`src/rtl/sch_serial_ctrl_pkg.sv`:
```
// Shared types and constants for the bit-serial add/multiply controller.
// The controller and its per-bit slice both import this package.
package sch_serial_ctrl_pkg;

  typedef enum logic [1:0] {
    IDLE = 2'd0,
    RUN  = 2'd1,
    DONE = 2'd2
  } state_t;

  // One slice produces a 2-bit add3 sum and a 2x2 unsigned product.
  localparam int SUM_W  = 2;
  localparam int PROD_W = 4;

endpackage

```
`src/rtl/sch_slice.sv`:
```
// One bit-slice of the add/multiply datapath: add3 of (a0, a1, carry),
// then {z, m2} * {m1, m0} as a 2b x 2b unsigned product.
module sch_slice
  import sch_serial_ctrl_pkg::*;
(
  input  logic              a0,
  input  logic              a1,
  input  logic              c,
  input  logic              m2,
  input  logic              m1,
  input  logic              m0,
  output logic              z,
  output logic              c_next,
  output logic [PROD_W-1:0] p
);

  logic [SUM_W-1:0]  s;
  logic [PROD_W-1:0] x;
  logic [PROD_W-1:0] y;

  assign s      = {1'b0, a0} + {1'b0, a1} + {1'b0, c};
  assign z      = s[0];
  assign c_next = s[1];

  assign x = PROD_W'({z, m2});
  assign y = PROD_W'({m1, m0});
  assign p = x * y;

endmodule

```
`src/rtl/sch_serial_ctrl.sv`:
```
// Bit-serial controller: runs one shared sch_slice over N steps, LSB first,
// with a valid/ready handshake on both the job input and the result output.
module sch_serial_ctrl
  import sch_serial_ctrl_pkg::*;
#(
  parameter int N = 4
) (
  input  logic         clk,
  input  logic         rst,
  input  logic         in_valid,
  output logic         in_ready,
  input  logic [N-1:0] a1,
  input  logic [N-1:0] a0,
  input  logic [N-1:0] m2,
  input  logic [N-1:0] m1,
  input  logic [N-1:0] m0,
  input  logic         cin,
  output logic         out_valid,
  input  logic         out_ready,
  output logic [N-1:0] mout3,
  output logic [N-1:0] mout2,
  output logic [N-1:0] mout1,
  output logic [N-1:0] mout0,
  output logic         cout,
  output logic         busy
);

  localparam int               CNT_W = $clog2(N);
  localparam logic [CNT_W-1:0] LAST  = CNT_W'(N - 1);

  state_t state_q;
  state_t state_d;

  logic [CNT_W-1:0] cnt_q;
  logic             carry_q;
  logic             cout_q;
  logic [N-1:0]     a0_q, a1_q, m2_q, m1_q, m0_q;
  logic [N-1:0]     r3_q, r2_q, r1_q, r0_q;

  logic              z;
  logic              c_next;
  logic [PROD_W-1:0] p;

  logic accept;
  logic drain;
  logic last_step;

  assign accept    = in_valid  && (state_q == IDLE);
  assign drain     = out_ready && (state_q == DONE);
  assign last_step = (state_q == RUN) && (cnt_q == LAST);

  // Operand registers shift right each step, so bit 0 is always the live slice input.
  sch_slice u_slice (
    .a0     (a0_q[0]),
    .a1     (a1_q[0]),
    .c      (carry_q),
    .m2     (m2_q[0]),
    .m1     (m1_q[0]),
    .m0     (m0_q[0]),
    .z      (z),
    .c_next (c_next),
    .p      (p)
  );

  always_comb begin
    // NOTE: every output of this block gets a default first, so no path can infer a latch.
    state_d   = state_q;
    in_ready  = 1'b0;
    busy      = 1'b0;
    out_valid = 1'b0;
    unique case (state_q)
      IDLE: begin
        in_ready = 1'b1;
        if (accept) state_d = RUN;
      end
      RUN: begin
        busy = 1'b1;
        if (last_step) state_d = DONE;
      end
      DONE: begin
        out_valid = 1'b1;
        if (drain) state_d = IDLE;
      end
      default: state_d = IDLE;
    endcase
  end

  // NOTE: sequential state uses non-blocking assignments so all registers update from pre-edge values.
  always_ff @(posedge clk) begin
    if (rst) begin
      state_q <= IDLE;
    end else begin
      state_q <= state_d;
    end
  end

  always_ff @(posedge clk) begin
    if (rst) begin
      cnt_q   <= '0;
      carry_q <= 1'b0;
      cout_q  <= 1'b0;
      a0_q    <= '0;
      a1_q    <= '0;
      m2_q    <= '0;
      m1_q    <= '0;
      m0_q    <= '0;
      r3_q    <= '0;
      r2_q    <= '0;
      r1_q    <= '0;
      r0_q    <= '0;
    end else if (accept) begin
      // Capture the whole job and wipe the previous result.
      a0_q    <= a0;
      a1_q    <= a1;
      m2_q    <= m2;
      m1_q    <= m1;
      m0_q    <= m0;
      carry_q <= cin;
      cnt_q   <= '0;
      cout_q  <= 1'b0;
      r3_q    <= '0;
      r2_q    <= '0;
      r1_q    <= '0;
      r0_q    <= '0;
    end else if (state_q == RUN) begin
      a0_q    <= a0_q >> 1;
      a1_q    <= a1_q >> 1;
      m2_q    <= m2_q >> 1;
      m1_q    <= m1_q >> 1;
      m0_q    <= m0_q >> 1;
      // Results enter at the MSB; after N steps the step-0 bit lands at bit 0.
      r3_q    <= {p[3], r3_q[N-1:1]};
      r2_q    <= {p[2], r2_q[N-1:1]};
      r1_q    <= {p[1], r1_q[N-1:1]};
      r0_q    <= {p[0], r0_q[N-1:1]};
      carry_q <= c_next;
      if (last_step) begin
        cout_q <= c_next;
      end else begin
        cnt_q <= cnt_q + CNT_W'(1);
      end
    end
  end

  assign mout3 = r3_q;
  assign mout2 = r2_q;
  assign mout1 = r1_q;
  assign mout0 = r0_q;
  assign cout  = cout_q;

  a_status_onehot : assert property (@(posedge clk) disable iff (rst)
    $onehot({in_ready, busy, out_valid}));

  a_done_holds : assert property (@(posedge clk) disable iff (rst)
    out_valid && !out_ready |=> out_valid && $stable({mout3, mout2, mout1, mout0, cout}));

  a_cnt_range : assert property (@(posedge clk) disable iff (rst)
    busy |-> cnt_q <= LAST);

endmodule

```
`config.mk`:
```
export PLATFORM = sky130hd
export DESIGN_NAME = sch_serial_ctrl
export DESIGN_NICKNAME = d
export VERILOG_FILES = /design/src/rtl/sch_serial_ctrl_pkg.sv /design/src/rtl/sch_slice.sv /design/src/rtl/sch_serial_ctrl.sv
export SDC_FILE = /design/constraint.sdc
export NUM_CORES = 1
export LEC_CHECK = 0
export ABC_AREA = 1
export BUFFER_PORTS_ARGS = -buffer_cell sky130_fd_sc_hd__buf_2
export CORE_MARGIN = 4
export CORE_UTILIZATION = 50
export DETAILED_ROUTE_END_ITERATION = 10
export GPL_ROUTABILITY_DRIVEN = 0
export PLACE_DENSITY = 0.84
export SYNTH_ARGS = -nofsm -noshare
export SYNTH_HDL_FRONTEND = slang
export SYNTH_SLANG_ARGS = --single-unit
```
`constraint.sdc`:
```
create_clock -name clk -period 1.9 [get_ports clk]
set_input_delay 0.19 -clock clk [delete_from_list [all_inputs] [get_ports clk]]
set_output_delay 0.19 -clock clk [all_outputs]
set_load 0.02 [all_outputs]
```
==> reports/results.ini <==
[status]
status=finished clean

[sta]
slew_viol_final=0
max_clock_freq_ghz=0.590
setup_violations=0
fin_crit_ps=1700
hold_violations=0
max_slew_margin=0.721
worstMarginPinSlew_ps=418
finClkSkew_ps=3.79
period_share=0.893
fin_tns_setup_ps=0
rsz0062_at_grt=no

[placement]
dpl-instance-area_um2=2100
hpwlAfterDp_um=2700
io_buffers=44

[logic_synthesis]
yosys-top-cells-count=nand2_1 (99), dfxtp_1 (42), nor2_1 (36), inv_1 (29), a21oi_1 (26)
synthCells=272
synth_area_um2=1840
synth_seq_cells=42
synth_top_area_share=0.457
synthesis.nets=301
yosysUniqueCellTypes=15
syn_area_per_cell_um2=6.76
synthArstFlopShare=0
ys.flop_type=dfxtp_1
ys_warn_count=0
synth.most_common_cell=nand2_1
synthTopCellsByArea=dfxtp_1 (46%), nand2_1 (20%), nor2_1 (7.3%), a21oi_1 (7.1%), inv_1 (5.9%)
synth_area_leader_cell=dfxtp_1
ys_seq_area_frac=0.457
synth_edf_count=0

[run]
max_cap_violations=0

[drt]
dr.pass1.iters=4
antenna_left=0
drc_errors=0
vias=1740
viasPerCell=4.78
wl_per_cell_um=10.4
drtIter0Drc=125
wl_met1_um=1670
top_layer=met4
wl_met3_um=166
met2_length_um=1910
routed_wirelength_um=3780

[setup_path]
path_common_cell=ha_1
path_depth=7
cp.arrival_ps=1860
endpoint_kind=flop
setup.worst_path.start_class=flop
cpPeakStageDelay_ps=560
crit_buf_inv=1
critical-path-top-delay-family=adder cells
path_class=reg2reg
cp_slowest_cell=fa_1
crit_fanout=2
worstPathRequired_ps=2060
reg2regPathDepth=7
cp_cell_sequence=inv_1 -> fa_1 -> nor2_1 -> ha_1 -> ha_1 -> nand2_1 -> a21oi_1

[clock_tree]
hold_buffers=0
numCtsBuffers=5
cts_tree=built
worstSkewPairLatency_ps=280
clkTransAtPathRegs_ps=80
cts_max_path_buffers=2
cts_resized=0
post_cts_buffers=0
cts_root_buf=clkbuf_8
cts-htree-levels=2
cts.sinks=42

[floorplan]
die_w_um=68.7
core_um2=3440
rows=21
io_pins=45
die_area_um2=4710
initial_core_util=0.534
die_h_um=68.7

[global_routing]
track_usage=0.182
grt_start_max_net_pins=24
grt_pass1_vias=1602
overflow=0
antenna_found_initial=0
grt_pass1_wl_um=6550

[finish]
drive_gt1_frac=0.195
design_area_um2=2190
area_delta_synth_final_pct=19.2
fin_nets=346
antenna_cells=0
num-fill-cells=333

[power_and_ir_drop]
power.density_nw_per_um2=785
vdd_drop_max_v=0.000526
leakage_nw=1.14

[hold_path]
hp-class=in2reg
hold-path-cell-count=3

-- worst register-to-register path: stages, from the launching register on --
cell	delay, ps
dfxtp_1	330
inv_1	60
fa_1	560
nor2_1	60
ha_1	180
ha_1	270
nand2_1	70
a21oi_1	50
-- cells by family (layout without fill, tap and decap cells) --
kind of cell,Yosys count,in the layout,synth area share
AO/OA/AOI/OAI,27,27,0.0735
adder cells (fa/ha/maj),4,4,0.0313
buffers and inverters,42,88,0.0945
flip-flops,42,42,0.457
AND/OR/NAND/NOR,157,157,0.344
-- registers in the layout (all words and copies together), names as in the netlist --
name,count
a0_q,4
a1_q,4
carry_q,1
cnt_q,2
cout,1
m0_q,4
m1_q,4
m2_q,4
mout0,4
mout1,4
mout2,4
mout3,4
state_q,2
-- per-stage QoR --
stage	instances	hold slack (ps)	total power [mW]	setup WS, ps	utilization
2_1_floorplan	272	259	1.10	305	-
4_1_cts	364	136	1.74	199	0.637
5_1_grt	364	139	1.81	83.3	0.637
3_3_place_gp	356	444	1.17	267	0.610
6_report	364	140	1.72	204	0.637
3_5_place_dp	356	446	1.17	210	0.610
-- cells in the final DEF (no fill, tap or decap), drive strengths merged --
master / netlist / layout
nand2: 101 / 101
buf: 9 / 50
dfxtp: 42 / 42
nor2: 38 / 38
inv: 30 / 30
a21oi: 26 / 26
nand3: 18 / 18
clkbuf: 3 / 7
ha: 3 / 3
o21ai: 1 / 1
fa: 1 / 1
clkinv: 0 / 1
-- power by group --
| part | internal (mW) | switching, mW | leakage (nW) |
|---|---|---|---|
| logic | 0.0810 | 0.136 | 0.747 |
| registers | 0.912 | 0.0202 | 0.342 |
| clock network | 0.293 | 0.278 | 0.0482 |
-- layer usage --
metal,track usage,vias up
li1,-,917
met1,0.203,788
met2,0.336,30
met3,0.0454,5
met4,0.0521,0
met5,0,-
-- layout make-up --
class / count / area (um^2) / share of cell area
multi-input cells: 188 / 825 / 0.376
repair buffers: 50 / 265 / 0.121
clock buffers: 7 / 86.3 / 0.0394
well taps: 46 / 57.6 / 0.0263
flip-flops and latches: 42 / 841 / 0.384
inverters: 30 / 113 / 0.0514
clock inverters: 1 / 5.00 / 0.00228
-- worst paths after layout --
kind         startpoint  endpoint  slack (ps)
max reg2reg     carry_q  mout2[3]         200
min               m1[3]   m1_q[3]         140
max             carry_q  mout2[3]         200
min reg2reg        cout      cout         460
Note: power is estimated with default switching activity, not from simulation.
